### config.mk
export PLATFORM = sky130hd
export DESIGN_NAME = vram_frame_writer
export DESIGN_NICKNAME = d
export VERILOG_FILES = /design/src/rtl/vram_pkg.sv /design/src/rtl/vram_pixel_serializer.sv /design/src/rtl/vram_frame_writer.sv
export SDC_FILE = /design/constraint.sdc
export NUM_CORES = 1
export LEC_CHECK = 0
export BUFFER_PORTS_ARGS = -buffer_cell sky130_fd_sc_hd__clkbuf_2
export CELL_PAD_IN_SITES_DETAIL_PLACEMENT = 1
export CELL_PAD_IN_SITES_GLOBAL_PLACEMENT = 1
export CORE_MARGIN = 2
export CORE_UTILIZATION = 25
export CTS_CLUSTER_SIZE = 25
export DETAILED_ROUTE_END_ITERATION = 6
export GPL_ROUTABILITY_DRIVEN = 0
export PLACE_DENSITY_LB_ADDON = 0.25
export SLEW_MARGIN = 15
export SYNTH_ARGS = -nofsm -noshare
export SYNTH_HDL_FRONTEND = slang
export SYNTH_SLANG_ARGS = --single-unit
### constraint.sdc
create_clock -name clk -period 3.4 [get_ports clk]
set_clock_uncertainty 0.15 [all_clocks]
set_input_delay 0 -clock clk [delete_from_list [all_inputs] [get_ports clk]]
set_output_delay 0 -clock clk [all_outputs]
set_load 0.02 [all_outputs]
### src/rtl/vram_pkg.sv
// Shared types and constants for the VRAM frame write path.
// Imported by the frame writer FSM and its pixel serializer.
package vram_pkg;

  localparam int VRAM_ADDR_W          = 14;
  localparam int FRAME_PIXELS_DEFAULT = 16384;
  localparam int VRAM_WORD_W          = 16;

  localparam logic [1:0] WE_ALL  = 2'b11;
  localparam logic [1:0] WE_NONE = 2'b00;

  typedef enum logic [2:0] {
    IDLE,
    LOAD,
    SHIFT,
    FILL,
    DONE
  } vram_state_t;

endpackage

### src/rtl/vram_pixel_serializer.sv
// Serializes one packed stream word into pixels, LSB first.
// Load takes priority so a word can be reloaded on its last bit.
module vram_pixel_serializer
  import vram_pkg::*;
#(
  parameter int WORD_W = VRAM_WORD_W
) (
  input  logic              clk,
  input  logic              reset,
  input  logic              load,
  input  logic [WORD_W-1:0] load_data,
  input  logic              advance,
  output logic              pixel,
  output logic              last
);

  localparam int CW = $clog2(WORD_W);
  localparam logic [CW-1:0] LAST_BIT = CW'(WORD_W - 1);

  logic [WORD_W-1:0] shreg;
  logic [CW-1:0]     bit_cnt;

  always_ff @(posedge clk or negedge reset) begin
    if (!reset) begin
      shreg   <= '0;
      bit_cnt <= '0;
    end else if (load) begin
      shreg   <= load_data;
      bit_cnt <= '0;
    end else if (advance) begin
      shreg   <= shreg >> 1;
      bit_cnt <= bit_cnt + 1'b1;
    end
  end

  assign pixel = shreg[0];
  assign last  = (bit_cnt == LAST_BIT);

endmodule

### src/rtl/vram_frame_writer.sv
// Write-side engine for the 1bpp VRAM frame BRAMs.
// Streams packed words or fills a frame, gated by write_allow.
module vram_frame_writer
  import vram_pkg::*;
#(
  parameter int ADDR_W       = VRAM_ADDR_W,
  parameter int FRAME_PIXELS = FRAME_PIXELS_DEFAULT,
  parameter int WORD_W       = VRAM_WORD_W
) (
  input  logic              clk,
  input  logic              reset,
  input  logic              start,
  input  logic              fill_mode,
  input  logic              fill_val,
  input  logic              write_allow,
  input  logic              s_valid,
  input  logic [WORD_W-1:0] s_data,
  output logic              s_ready,
  output logic              mem_en,
  output logic [1:0]        mem_we,
  output logic [ADDR_W-1:0] mem_addr,
  output logic              mem_din,
  output logic              busy,
  output logic              done
);

  localparam logic [ADDR_W-1:0] LAST_ADDR =
    ADDR_W'(FRAME_PIXELS - 1);

  vram_state_t       state;
  logic [ADDR_W-1:0] addr_cnt;
  logic              fill_q;
  logic              pixel;
  logic              last;
  logic              wr;
  logic              at_end;
  logic              hs;
  logic              advance;

  vram_pixel_serializer #(
    .WORD_W (WORD_W)
  ) u_ser (
    .clk       (clk),
    .reset     (reset),
    .load      (hs),
    .load_data (s_data),
    .advance   (advance),
    .pixel     (pixel),
    .last      (last)
  );

  // A word may be refilled on its final bit, except for the frame's last word.
  always_comb begin
    at_end  = (addr_cnt == LAST_ADDR);
    wr      = 1'b0;
    s_ready = 1'b0;
    unique case (1'b1)
      (state == LOAD):  s_ready = 1'b1;
      (state == SHIFT): begin
        wr      = write_allow;
        s_ready = last && write_allow && !at_end;
      end
      (state == FILL):  wr = write_allow;
      default: ;
    endcase
    hs      = s_valid && s_ready;
    advance = wr && (state == SHIFT);
  end

  always_ff @(posedge clk or negedge reset) begin
    if (!reset) begin
      state    <= IDLE;
      addr_cnt <= '0;
      fill_q   <= 1'b0;
      busy     <= 1'b0;
      done     <= 1'b0;
      mem_en   <= 1'b0;
      mem_we   <= WE_NONE;
      mem_addr <= '0;
      mem_din  <= 1'b0;
    end else begin
      done   <= 1'b0;
      mem_en <= wr;
      mem_we <= wr ? WE_ALL : WE_NONE;
      if (wr) begin
        mem_addr <= addr_cnt;
        mem_din  <= (state == FILL) ? fill_q : pixel;
        if (!at_end) begin
          addr_cnt <= addr_cnt + 1'b1;
        end
      end
      unique case (state)
        IDLE: begin
          if (start) begin
            state    <= fill_mode ? FILL : LOAD;
            fill_q   <= fill_val;
            addr_cnt <= '0;
            busy     <= 1'b1;
          end
        end
        LOAD: begin
          if (hs) begin
            state <= SHIFT;
          end
        end
        SHIFT: begin
          if (wr) begin
            if (at_end) begin
              state <= DONE;
            end else if (last && !hs) begin
              state <= LOAD;
            end
          end
        end
        FILL: begin
          if (wr && at_end) begin
            state <= DONE;
          end
        end
        DONE: begin
          done  <= 1'b1;
          busy  <= 1'b0;
          state <= IDLE;
        end
        default: state <= IDLE;
      endcase
    end
  end

endmodule

# ---- Word level (Yosys, flattened, before mapping)
# Cells that the tools add are included.
dict set report word_totals {
  output_inout_bits 21
  register_bits 58
  elab_cells 62
}
dict set report classes {
  mux 23
  n_reduce_logical 15
  addsub 2
  eq_ne 11
}
# op n
set op_table {}
lappend op_table {{$mux 14} 4}
lappend op_table {{$mux 16} 2}
lappend op_table {{$mux 3} 6}
lappend op_table {{$add 14x1->14 const B} 1}
lappend op_table {{$eq 14x14->1 const B} 1}
lappend op_table {{$pmux 3 s4} 1}
lappend op_table {{$mux 4} 2}
lappend op_table {{$eq 3x2->1 const B} 2}
lappend op_table {{$logic_and 1x1->1} 6}
lappend op_table {{$ne 2x2->1 const B} 3}
lappend op_table {{$reduce_and 5->1} 1}
lappend op_table {{$add 4x1->4 const B} 1}
lappend op_table {{$eq 4x4->1 const B} 1}
lappend op_table {{$mux 1} 4}
lappend op_table {{$mux 2} 2}
lappend op_table {{$pmux 1 s2} 2}
lappend op_table {{$reduce_and 2->1} 2}
lappend op_table {{$reduce_bool 2->1} 2}
lappend op_table {{$eq 3x1->1 const B} 1}
lappend op_table {{$eq 3x3->1 const B} 1}
lappend op_table {{$logic_not 3->1} 1}
lappend op_table {{$ne 3x2->1 const B} 1}
lappend op_table {{$logic_not 1->1} 2}
lappend op_table {{$ne 2x1->1 const B} 1}
lappend op_table {{$reduce_or 2->1} 1}

# ---- Logic depth before layout (Yosys ltp)
# Gate-level depths: netlist (run 1).
dict set report logic_depth {
  ltp_word 11
  depth_mapped 8
  depth_no_buf 6
}

# ---- By module
# Synthesis (run 1) repeated with hierarchy kept, for this count alone.
dict set report hier_totals {
  cells_unflattened 267
  hier_area_um2 2668.8
}
# mod cells_each n_inst area_per_inst_um2
set by_module_without_submodules {}
lappend by_module_without_submodules {vram_frame_writer 180 1 1730.4}
lappend by_module_without_submodules {vram_pixel_serializer 87 1 938.4}

# ---- Worst setup path after synthesis (run 1)
# OpenSTA, ideal clock, no wires.
dict set report synth_timing {
  path_kind {reg2reg}
  from {reg addr_cnt[0]}
  to {reg u_ser.shreg[10]}
  setup_slack_ps 1237
  required_time_ps 3176
  period_less_slack_ps 2163
  path_stages_with_launch 9
  setup_time_ps 74
  n_path_buf 2
  arrival_ps 1939
  path_cell_list {dfrtp_1 > ha_1 > nand4_4 > nor4_4 > o41ai_4 > and2_1 > buf_6 > buf_8 > o21ai_2}
}
dict set report synth_via {
  elab_chain_cells 6
}
# item line
set synth_lines {}
lappend synth_lines {{from (decl)} vram_frame_writer.sv:31} ;# logic [ADDR_W-1:0] addr_cnt;
lappend synth_lines {{from (signal assigned)} vram_frame_writer.sv:89} ;# addr_cnt <= addr_cnt + 1'b1;
lappend synth_lines {{$eq 14x14->1 *} vram_frame_writer.sv:54} ;# at_end = (addr_cnt == LAST_ADDR);
lappend synth_lines {{$logic_not 1->1 *} n/a}
lappend synth_lines {{$logic_and 1x1->1 *} vram_frame_writer.sv:61} ;# s_ready = last && write_allow && !at_end;
lappend synth_lines {{$pmux 1 s2 *} vram_frame_writer.sv:57} ;# unique case (1'b1)
lappend synth_lines {{$logic_and 1x1->1 *} vram_frame_writer.sv:66} ;# hs = s_valid && s_ready;
lappend synth_lines {{$mux 16 / $reduce_bool 2->1 (equally long branches)} n/a}
lappend synth_lines {{to (signal assigned)} vram_pixel_serializer.sv:28} ;# shreg <= load_data;
lappend synth_lines {{to (signal assigned)} vram_pixel_serializer.sv:31} ;# shreg <= shreg >> 1;
lappend synth_lines {{to (decl)} vram_pixel_serializer.sv:20} ;# logic [WORD_W-1:0] shreg;
# Mark *: on every way between the ends. The rest lies on a longest branch, timed or not.
# A chain may end at the register's enable or synchronous reset.

# ---- Worst setup path after layout (run 1)
dict set report layout_timing {
  from {reg addr_cnt[0]}
  to {reg u_ser.shreg[4]}
}
# The elaborated chain is that of the path after synthesis.

==> results of run 1 <==
-- per-stage QoR --
stage	util (%)	instances	worst slack, ns	total power [W]
final	31.09	473	0.6890	0.002035
after global routing	31.09	473	0.4281	0.002213
after CTS	31.09	473	0.6259	0.002079
after floorplan	-	275	1.237	0.001485
after detailed placement	28.37	445	0.6489	0.001668
after global placement	28.37	445	0.6964	0.001647
-- layout by cell type (no fill, tap or decap), drive strengths merged, types with 6 or more instances in the layout --
cell type     n
clkbuf       49
dfrtp        56
dlygate4sd3  20
mux2i        18
nand2        57
nand3        23
nand4         6
nor2         19
nor3          7
o21ai        22
-- final cells by class --
class	instances	area, µm²	share of cell area (%)
tap	140	175.2	5.243
inverter	4	15.01	0.4494
sequential	56	1401	41.95
multi-input combinational	197	1204	36.03
clock buffer	6	82.58	2.472
timing repair buffer	68	452.9	13.56
clock inverter	2	10.01	0.2996
-- cells by family after synthesis --
kind of cell             Yosys count
AND/OR/NAND/NOR                  127
flip-flops                        56
AO/OA/AOI/OAI                     39
buffers and inverters             22
multiplexers                      19
XOR/XNOR                          10
adder cells (fa/ha/maj)            2
-- worst max-delay path by stage --
stage	from	end	slack, ns	cells past startpoint
floorplan	addr_cnt[0]	u_ser.shreg[10]	1.24	8
global placement	addr_cnt[0]	u_ser.shreg[2]	0.70	7
finish	addr_cnt[0]	u_ser.shreg[4]	0.69	7
CTS	addr_cnt[0]	u_ser.shreg[4]	0.63	7
global route	addr_cnt[0]	u_ser.shreg[2]	0.43	7
detailed placement	addr_cnt[0]	u_ser.shreg[4]	0.65	7
-- state kept, by name, indices dropped and copies added (netlist names) --
name           cells
u_ser.shreg       16
mem_we             1
mem_din            1
u_ser.bit_cnt      4
done               1
busy               1
fill_q             1
mem_addr          14
state              3
addr_cnt          14
-- repair_timing --
item / CTS / global route
buffers inserted: 0 / 0
hold buffers: 20 / 0
endpoints found under the hold margin: 36 / 0
setup endpoints to repair: 0 / 0
-- layer usage --
layer | up-vias | global-route usage (%) | wire length, µm
met1 | 1030 | 17.17 | 3245
met5 | - | 0 | 0
met3 | 6 | 2.110 | 184
met4 | 0 | 2.747 | 79
met2 | 35 | 18.33 | 2769
li1 | 1060 | - | -
-- power by group through the flow --
stage	logic (W)	registers [W]	clock network, W
CTS	0.000672	0.00100	0.000404
detailed placement	0.000652	0.00102	0
global placement	0.000639	0.00101	0
floorplan	0.000517	0.000968	0
finish	0.000657	0.000998	0.000379
global route	0.000752	0.00103	0.000432
-- worst max-delay path: stages, from the launching register on --
cell and delay [ns]:
dfrtp_1 0.44, ha_1 0.29, nand4_4 0.15, nor4_4 0.08, o41ai_4 0.28, buf_4 0.28, and2_1 0.67, o21ai_0 0.20
==> results_dict.tcl, run 1 <==
set metrics [dict create \
    end_kind "flip-flop" \
    num-fill-cells 1253 \
    die_w_um 108.3 \
    slew_headroom_pct 47.94 \
    tightest_slew_ns 0.7809 \
    first_pass_iters 4 \
    hpwl_um 4346 \
    start_util_pct 25.33 \
    ys.flop_type "dfrtp_1" \
    syn_inst 275 \
    wire_per_inst_um 13.27 \
    ys_seq_area_share_pct 51.49 \
    cts_buffers 5 \
    fp.dieH_um 108.3 \
    ys_types 44 \
    period_needed_ns 2.711 \
    synthArstFlopShare_pct 100.0 \
    rows 38 \
    reg2reg_to "u_ser.shreg[4]" \
    r2r_cells 7 \
    swShare_pct 36.97 \
    synth_top_family_by_area "simple AND/OR/NAND/NOR gates" \
    root_buffer "clkbuf_8" \
    muxShareOfSynthArea_pct 7.034 \
    clock.fmax_mhz 368.9 \
    synth-simple-area-share_pct 22.62 \
    final_area_um2 3341 \
    overflow 0 \
    hold_path.class "in2async" \
    power.density_nw_per_um2 609.1 \
    p_leak_nw 1.550 \
    io_buffers 43 \
    crit_path_start_kind "flip-flop" \
    fin_crit_sh_pct 79.74 \
    worstSetupPathType "reg2reg" \
    synth.most_common_cell "nand2_1" \
    htreeDepth 2 \
    nets 357 \
    avgViaCountPerCell 4.505 \
    routed_wl_um 6279 \
    core_um2 10750 \
    yosysTopAreaCellShare_pct 51.49 \
    rsz0062_at_grt "false" \
    grt_max_degree 40 \
    antenna_cells 0 \
    ys_ff_latch 56 \
    clk_latency_ns 0.31 \
    clock_path_buffers 2 \
    cts_sinks 56 \
    whs_ns 0.01915 \
    timing.critical_path.required_ns 3.41 \
    final-hold-violation-count 0 \
    p_switching_w 0.0007523 \
    drt_iter0_markers 79 \
    post_synth.cell_area_avg_um2 9.896 \
    io_pins 44 \
    r2r_start "addr_cnt[0]" \
    ys_warn_count 0 \
    cts_tree "yes" \
    worstPathMaxFanout 19 \
    tns_ns 0 \
    grt_pass1_vias 2193 \
    outcome "finished, final reports clean" \
    drv_cap 0 \
    final-setup-viol-count 0 \
    grt_use_total_pct 11.82 \
    synth_fa_ha_area_share_pct 0.9195 \
    cts_resized 0 \
    die-area_um2 11740 \
    seqPwrFrac_pct 49.1 \
    synthTopCellsByCount "57 x nand2_1, 56 x dfrtp_1, 23 x nand3_1" \
    synth_area_um2 2721 \
    synth_xor_area_share_pct 3.218 \
    p_int_w 0.001282 \
    slew_viol_final 0 \
    cp.arrival_ns 2.72 \
    r2r_slack_ns 0.69 \
    peakVddDrop_mv 0.2085 \
    yosysTopAreaCell "dfrtp_1" \
    power_frac_clock_pct 18.6 \
    synth_edf_count 0 \
    antenna_left 0 \
    antenna_found_initial 0 \
    ys_top_cells_by_area "dfrtp_1 51%, nand2_1 7.9%, mux2i_1 6.6%" \
    placed_area_um2 3048 \
    area_growth_pct 22.76 \
    clk_pin_slew_ns 0.10 \
    num_vias 2131 \
    drc 0 \
    drive_gt1_share_pct 20.42 \
    synthesis.nets 300 \
    synth_compound_area_share_pct 10.44 \
    combPwrFrac_pct 32.3 \
    grt_pass1_wl_um 11070 \
]
Power figures use the tool's default switching activity.
==> inputs of run 2 (changes only) <==
==> constraint.sdc (replaced) <==
create_clock -name clk -period 2.52 [get_ports clk]
set_clock_uncertainty 0.15 [all_clocks]
set_input_delay 0 -clock clk [delete_from_list [all_inputs] [get_ports clk]]
set_output_delay 0 -clock clk [all_outputs]
set_load 0.02 [all_outputs]
==> run 2 against run 1 <==
Final cell count grew 1.7%. Flip-flop and latch count unchanged. Design area rose by 2.2%. Worst setup slack lost 0.43 ns. Largest cell class unchanged. Register-to-register slack worse by 0.37 ns. Via count grew 2.1%. Critical path depth shrank 1. Clock power grew 35%. Power up 37%. Sequential power increased by 31%. Clock-buffer cell count shrank 1. Worst hold slack improved by 0.026 ns.
==> results_dict.tcl, run 2 (synthesis gave the netlist of run 1 again) <==
set metrics [dict create \
    outcome "finished, final reports clean" \
    critical_path.top_delay_family "simple AND/OR/NAND/NOR gates" \
    area_growth_pct 25.43 \
    cts_sinks 56 \
    nets 365 \
    worstSetupPathType "reg2out" \
    grt_max_degree 33 \
    final_cell_mix "57 x nand2_1, 56 x dfrtp_1, 43 x clkbuf_2" \
    peakVddDrop_mv 0.3267 \
    die_w_um 108.3 \
    clk_latency_ns 0.31 \
    final_common_cell "nand2_1" \
    core_um2 10750 \
    fp.dieH_um 108.3 \
    tightest_slew_ns 0.6654 \
    multiInputGateArea_um2 1205 \
    final-hold-violation-count 0 \
    crit_slowest_cell "dfrtp_1" \
    r2r_cells 6 \
    critical_path.max_stage_delay_ns 0.44 \
    io_buffers 43 \
    first_pass_iters 4 \
    end_kind "output port" \
    grt_use_total_pct 11.81 \
    seq_area_um2 1401 \
    slew_viol_final 0 \
    path_depth 6 \
    p_int_w 0.001747 \
    rsz0062_at_grt "false" \
    p_leak_nw 1.593 \
    combPwrFrac_pct 34.7 \
    htreeDepth 2 \
    p_switching_w 0.001050 \
    clock.fmax_mhz 442.8 \
    clk_pin_slew_ns 0.11 \
    grt_pass1_wl_um 11110 \
    drive_gt1_share_pct 22.58 \
    largest_reg_flops 16 \
    slew_headroom_pct 55.64 \
    whs_ns 0.04468 \
    antenna_found_initial 0 \
    overflow 0 \
    power.density_nw_per_um2 819.3 \
    reg_top3 "u_ser.shreg x16, addr_cnt x14, mem_addr x14" \
    cts_buffers 5 \
    swShare_pct 37.54 \
    grt_pass1_vias 2384 \
    root_buffer "clkbuf_8" \
    die-area_um2 11740 \
    regMostFlops "u_ser.shreg" \
    fin_crit_sh_pct 89.62 \
    cts_tree "yes" \
    worstPathMaxFanout 17 \
    num-fill-cells 1282 \
    hpwl_um 4520 \
    drv_cap 0 \
    seqPwrFrac_pct 47.0 \
    wire_per_inst_um 13.53 \
    crit_path_start_kind "flip-flop" \
    tns_ns 0 \
    path_buf_inv 2 \
    power_frac_clock_pct 18.4 \
    whs_path_depth 3 \
    rows 38 \
    drc 0 \
    routed_wl_um 6509 \
    period_needed_ns 2.258 \
    drt_iter0_markers 81 \
    hold_path.class "in2reg" \
    avgViaCountPerCell 4.522 \
    final-setup-viol-count 0 \
    cp.arrival_ns 2.11 \
    clock_path_buffers 2 \
    path_cells "ha_1 > nand4_4 > nor4_4 > o41ai_4 > buf_4 > clkbuf_2" \
    io_pins 44 \
    start_util_pct 25.33 \
    antenna_left 0 \
    timing.critical_path.required_ns 2.37 \
    num_vias 2175 \
    antenna_cells 0 \
]
==> run 2: power groups by stage <==
stage | sequential, W | clock (W) | combinational, W
6_report | 0.00131 | 0.000513 | 0.000970
2_1_floorplan | 0.00131 | 0 | 0.000698
3_5_place_dp | 0.00134 | 0 | 0.000961
5_1_grt | 0.00135 | 0.000579 | 0.00110
4_1_cts | 0.00132 | 0.000547 | 0.000990
3_3_place_gp | 0.00132 | 0 | 0.000946
==> run 2: metrics by stage <==
step | std cells | power, W | setup slack, ns | util (%) | cell area (µm²)
CTS | 481 | 0.002854 | 0.008625 | 31.75 | 3412
global placement | 453 | 0.002269 | 0.06714 | 29.04 | 3120
finish | 481 | 0.002797 | 0.2616 | 31.77 | 3413
detailed placement | 453 | 0.002298 | 0.03548 | 29.04 | 3120
global route | 481 | 0.003025 | 0.1210 | 31.77 | 3413
floorplan | 275 | 0.002003 | 0.3566 | - | 2721
==> run 2: layout make-up <==
cell class	instances	area share, %
well taps	140	5.132
multi-input cells	197	35.30
repair buffers	76	15.40
clock inverters	3	0.6598
flip-flops and latches	56	41.06
inverters	4	0.4399
clock buffers	5	2.016
==> run 2: final timing paths <==
check / startpoint / end / slack (ns)
setup / recovery: addr_cnt[0] / s_ready / 0.26
hold / removal: s_valid / u_ser.shreg[15] / 0.04
setup reg to reg: addr_cnt[0] / u_ser.shreg[3] / 0.32
hold reg to reg: mem_addr[12] / mem_addr[12] / 0.33
max in group asynchronous: reset / fill_q / 1.52
min in group asynchronous: reset / u_ser.shreg[10] / 0.09
==> run 2: routing by layer <==
metal	GRT usage, %	wire, µm	up-vias
li1	-	-	1077
met1	15.66	3201	1060
met2	19.41	3025	31
met3	2.049	181	7
met4	4.212	101	0
met5	0	0	-
==> run 2: what timing repair did <==
action	CTS	global route
resized for setup	0	1
hold buffers	20	0
endpoints found under the setup margin	0	9
hold endpoints to repair	43	0
setup buffers	0	0
==> run 2: worst register-to-register path, stage by stage (launching register included) <==
cell,delay [ns]
dfrtp_1,0.44
ha_1,0.30
nand4_4,0.16
nor4_4,0.38
o41ai_4,0.12
and2_2,0.35
o21ai_0,0.22
==> inputs of run 3 (changes only) <==
==> constraint.sdc (replaced) <==
create_clock -name clk -period 2.2 [get_ports clk]
set_clock_uncertainty 0.15 [all_clocks]
set_input_delay 0 -clock clk [delete_from_list [all_inputs] [get_ports clk]]
set_output_delay 0 -clock clk [all_outputs]
set_load 0.02 [all_outputs]
==> run 3 against run 2 <==
Core utilization grew 1.1 points. Clock power grew 14%. Final cell count grew 3.3%. Sequential power grew 12%. Critical endpoint is now fill_q. Clock-buffer cell count is the same. Register-to-register slack lost 0.22 ns. Largest cell class unchanged. First-iteration DRC count grew 27%. Global-route usage grew 1.0 points. Power grew 18%. Via count grew 2.3%.
==> results_dict.tcl, run 3 (synthesis gave the netlist of run 1 again) <==
set metrics [dict create \
    p_switching_w 0.001234 \
    area_growth_pct 29.89 \
    fin_crit_sh_pct 95.60 \
    fp.dieH_um 108.3 \
    cp.arrival_ns 2.16 \
    antenna_left 0 \
    r2r_cells 6 \
    grt_max_degree 57 \
    power_frac_clock_pct 17.8 \
    clk_pin_slew_ns 0.10 \
    drc 0 \
    final_common_cell "nand2_1" \
    antenna_cells 0 \
    crit_slowest_cell "dlygate4sd3_1" \
    whs_path_depth 4 \
    post_cts_buffers 0 \
    cts_tree "yes" \
    drt_iter0_markers 103 \
    final_cell_mix "57 x nand2_1, 56 x dfrtp_1, 43 x clkbuf_2" \
    core_um2 10750 \
    nets 381 \
    clock.fmax_mhz 475.5 \
    critical_path.max_stage_delay_ns 0.55 \
    first_pass_iters 4 \
    cpMostUsedCell "buf_4" \
    rsz0062_at_grt "true" \
    path_buf_inv 3 \
    cts_sinks 56 \
    worstPathMaxFanout 6 \
    seqPwrFrac_pct 44.5 \
    crit_path_start_kind "flip-flop" \
    outcome "finished, final reports clean" \
    placed_area_um2 3228 \
    final_core_util_pct 32.89 \
    p_int_w 0.002073 \
    grt_pass1_vias 2378 \
    antenna_found_initial 0 \
    slew_headroom_pct 50.24 \
    io_pins 44 \
    root_buffer "clkbuf_8" \
    io_buffers 43 \
    final-setup-viol-count 0 \
    overflow 0 \
    clk_latency_ns 0.32 \
    hpwl_um 4725 \
    reg_top3 "u_ser.shreg x16, addr_cnt x14, mem_addr x14" \
    combPwrFrac_pct 37.7 \
    p_leak_nw 1.663 \
    swShare_pct 37.31 \
    peakVddDrop_mv 0.3198 \
    die_w_um 108.3 \
    rows 38 \
    timing.critical_path.required_ns 2.26 \
    drv_cap 0 \
    power.density_nw_per_um2 935.6 \
    start_util_pct 25.33 \
    grt_pass1_wl_um 11820 \
    tightest_slew_ns 0.7465 \
    slew_viol_final 0 \
    die-area_um2 11740 \
    clock_path_buffers 2 \
    num_vias 2225 \
    htreeDepth 2 \
    largest_reg_flops 16 \
    period_needed_ns 2.103 \
    path_depth 6 \
    grt_use_total_pct 12.84 \
    avgViaCountPerCell 4.477 \
    routed_wl_um 6926 \
    final-hold-violation-count 0 \
    cts_buffers 5 \
    final_area_um2 3535 \
    regMostFlops "u_ser.shreg" \
    critical_path.top_delay_family "buffers and inverters" \
    end_kind "flip-flop" \
    drive_gt1_share_pct 26.89 \
    wire_per_inst_um 13.94 \
    worstSetupPathType "reg2reg" \
    path_cells "buf_4 > nor2_2 > buf_4 > and3_4 > mux2_2 > dlygate4sd3_1" \
    hold_path.class "in2reg" \
]
[run 3: what timing repair did]
action | 4_1_cts | 5_1_grt
resized for setup | 1 | 3
hold buffers | 20 | 0
hold endpoints to repair | 74 | 0
setup endpoints to repair | 19 | 3
[run 3: area by class of cell]
| class | instances | area [µm²] |
|---|---|---|
| Sequential cell | 56 | 1401 |
| Tap cell | 140 | 175.2 |
| Fill cell | 1261 | 7211 |
| Timing Repair Buffer | 92 | 633.1 |
| Clock inverter | 3 | 23.77 |
| Multi-Input combinational cell | 197 | 1217 |
| Clock buffer | 5 | 68.82 |
| Inverter | 4 | 15.01 |
[run 3: worst reg2reg max path, delay by kind of cell (launching register included)]
kind          cells  cell delay, ns
buf+inv           3            0.85
flops             1            0.39
mux               1            0.32
simple gates      2            0.29
[run 3: routing by layer]
metal  up-vias  share of wire, %  global-route usage, %  wire [µm]
met2        26                46                  20.62       3193
li1       1108                 -                      -          -
met5         -                 0                      0          0
met3         7               2.6                  1.929        180
met1      1084                50                  17.63       3443
met4         0               1.6                  4.579        108
[run 3: metrics by stage]
step	setup slack [ns]	TNS, ns	power, W	hold WS (ns)	cells
after global routing	-0.005502	-0.005502	0.003571	0.04514	497
after detailed placement	-0.1837	-1.903	0.002719	0.05418	469
after floorplan	0.03659	0	0.002295	-0.4456	275
after CTS	0.03069	0	0.003372	0.01776	497
final	0.09677	0	0.003307	0.02705	497
after global placement	-0.1124	-1.130	0.002674	0.05661	469
[run 3: worst paths after layout]
check,startpoint,to,slack (ns)
worst max-delay path,state[2],fill_q,0.1
worst min-delay path,write_allow,state[0],0.03
worst max register to register,state[2],fill_q,0.1
worst min register to register,mem_addr[2],mem_addr[2],0.33
max in group asynchronous,reset,addr_cnt[5],1.17
min in group asynchronous,reset,u_ser.shreg[9],0.22
[run 3: power by group through the flow]
stage | registers [W] | clock network [W] | logic (W)
2_1_floorplan | 0.00150 | 0 | 0.000799
3_3_place_gp | 0.00148 | 0 | 0.00119
3_5_place_dp | 0.00150 | 0 | 0.00122
4_1_cts | 0.00148 | 0.000627 | 0.00127
5_1_grt | 0.00151 | 0.000668 | 0.00139
6_report | 0.00147 | 0.000587 | 0.00125
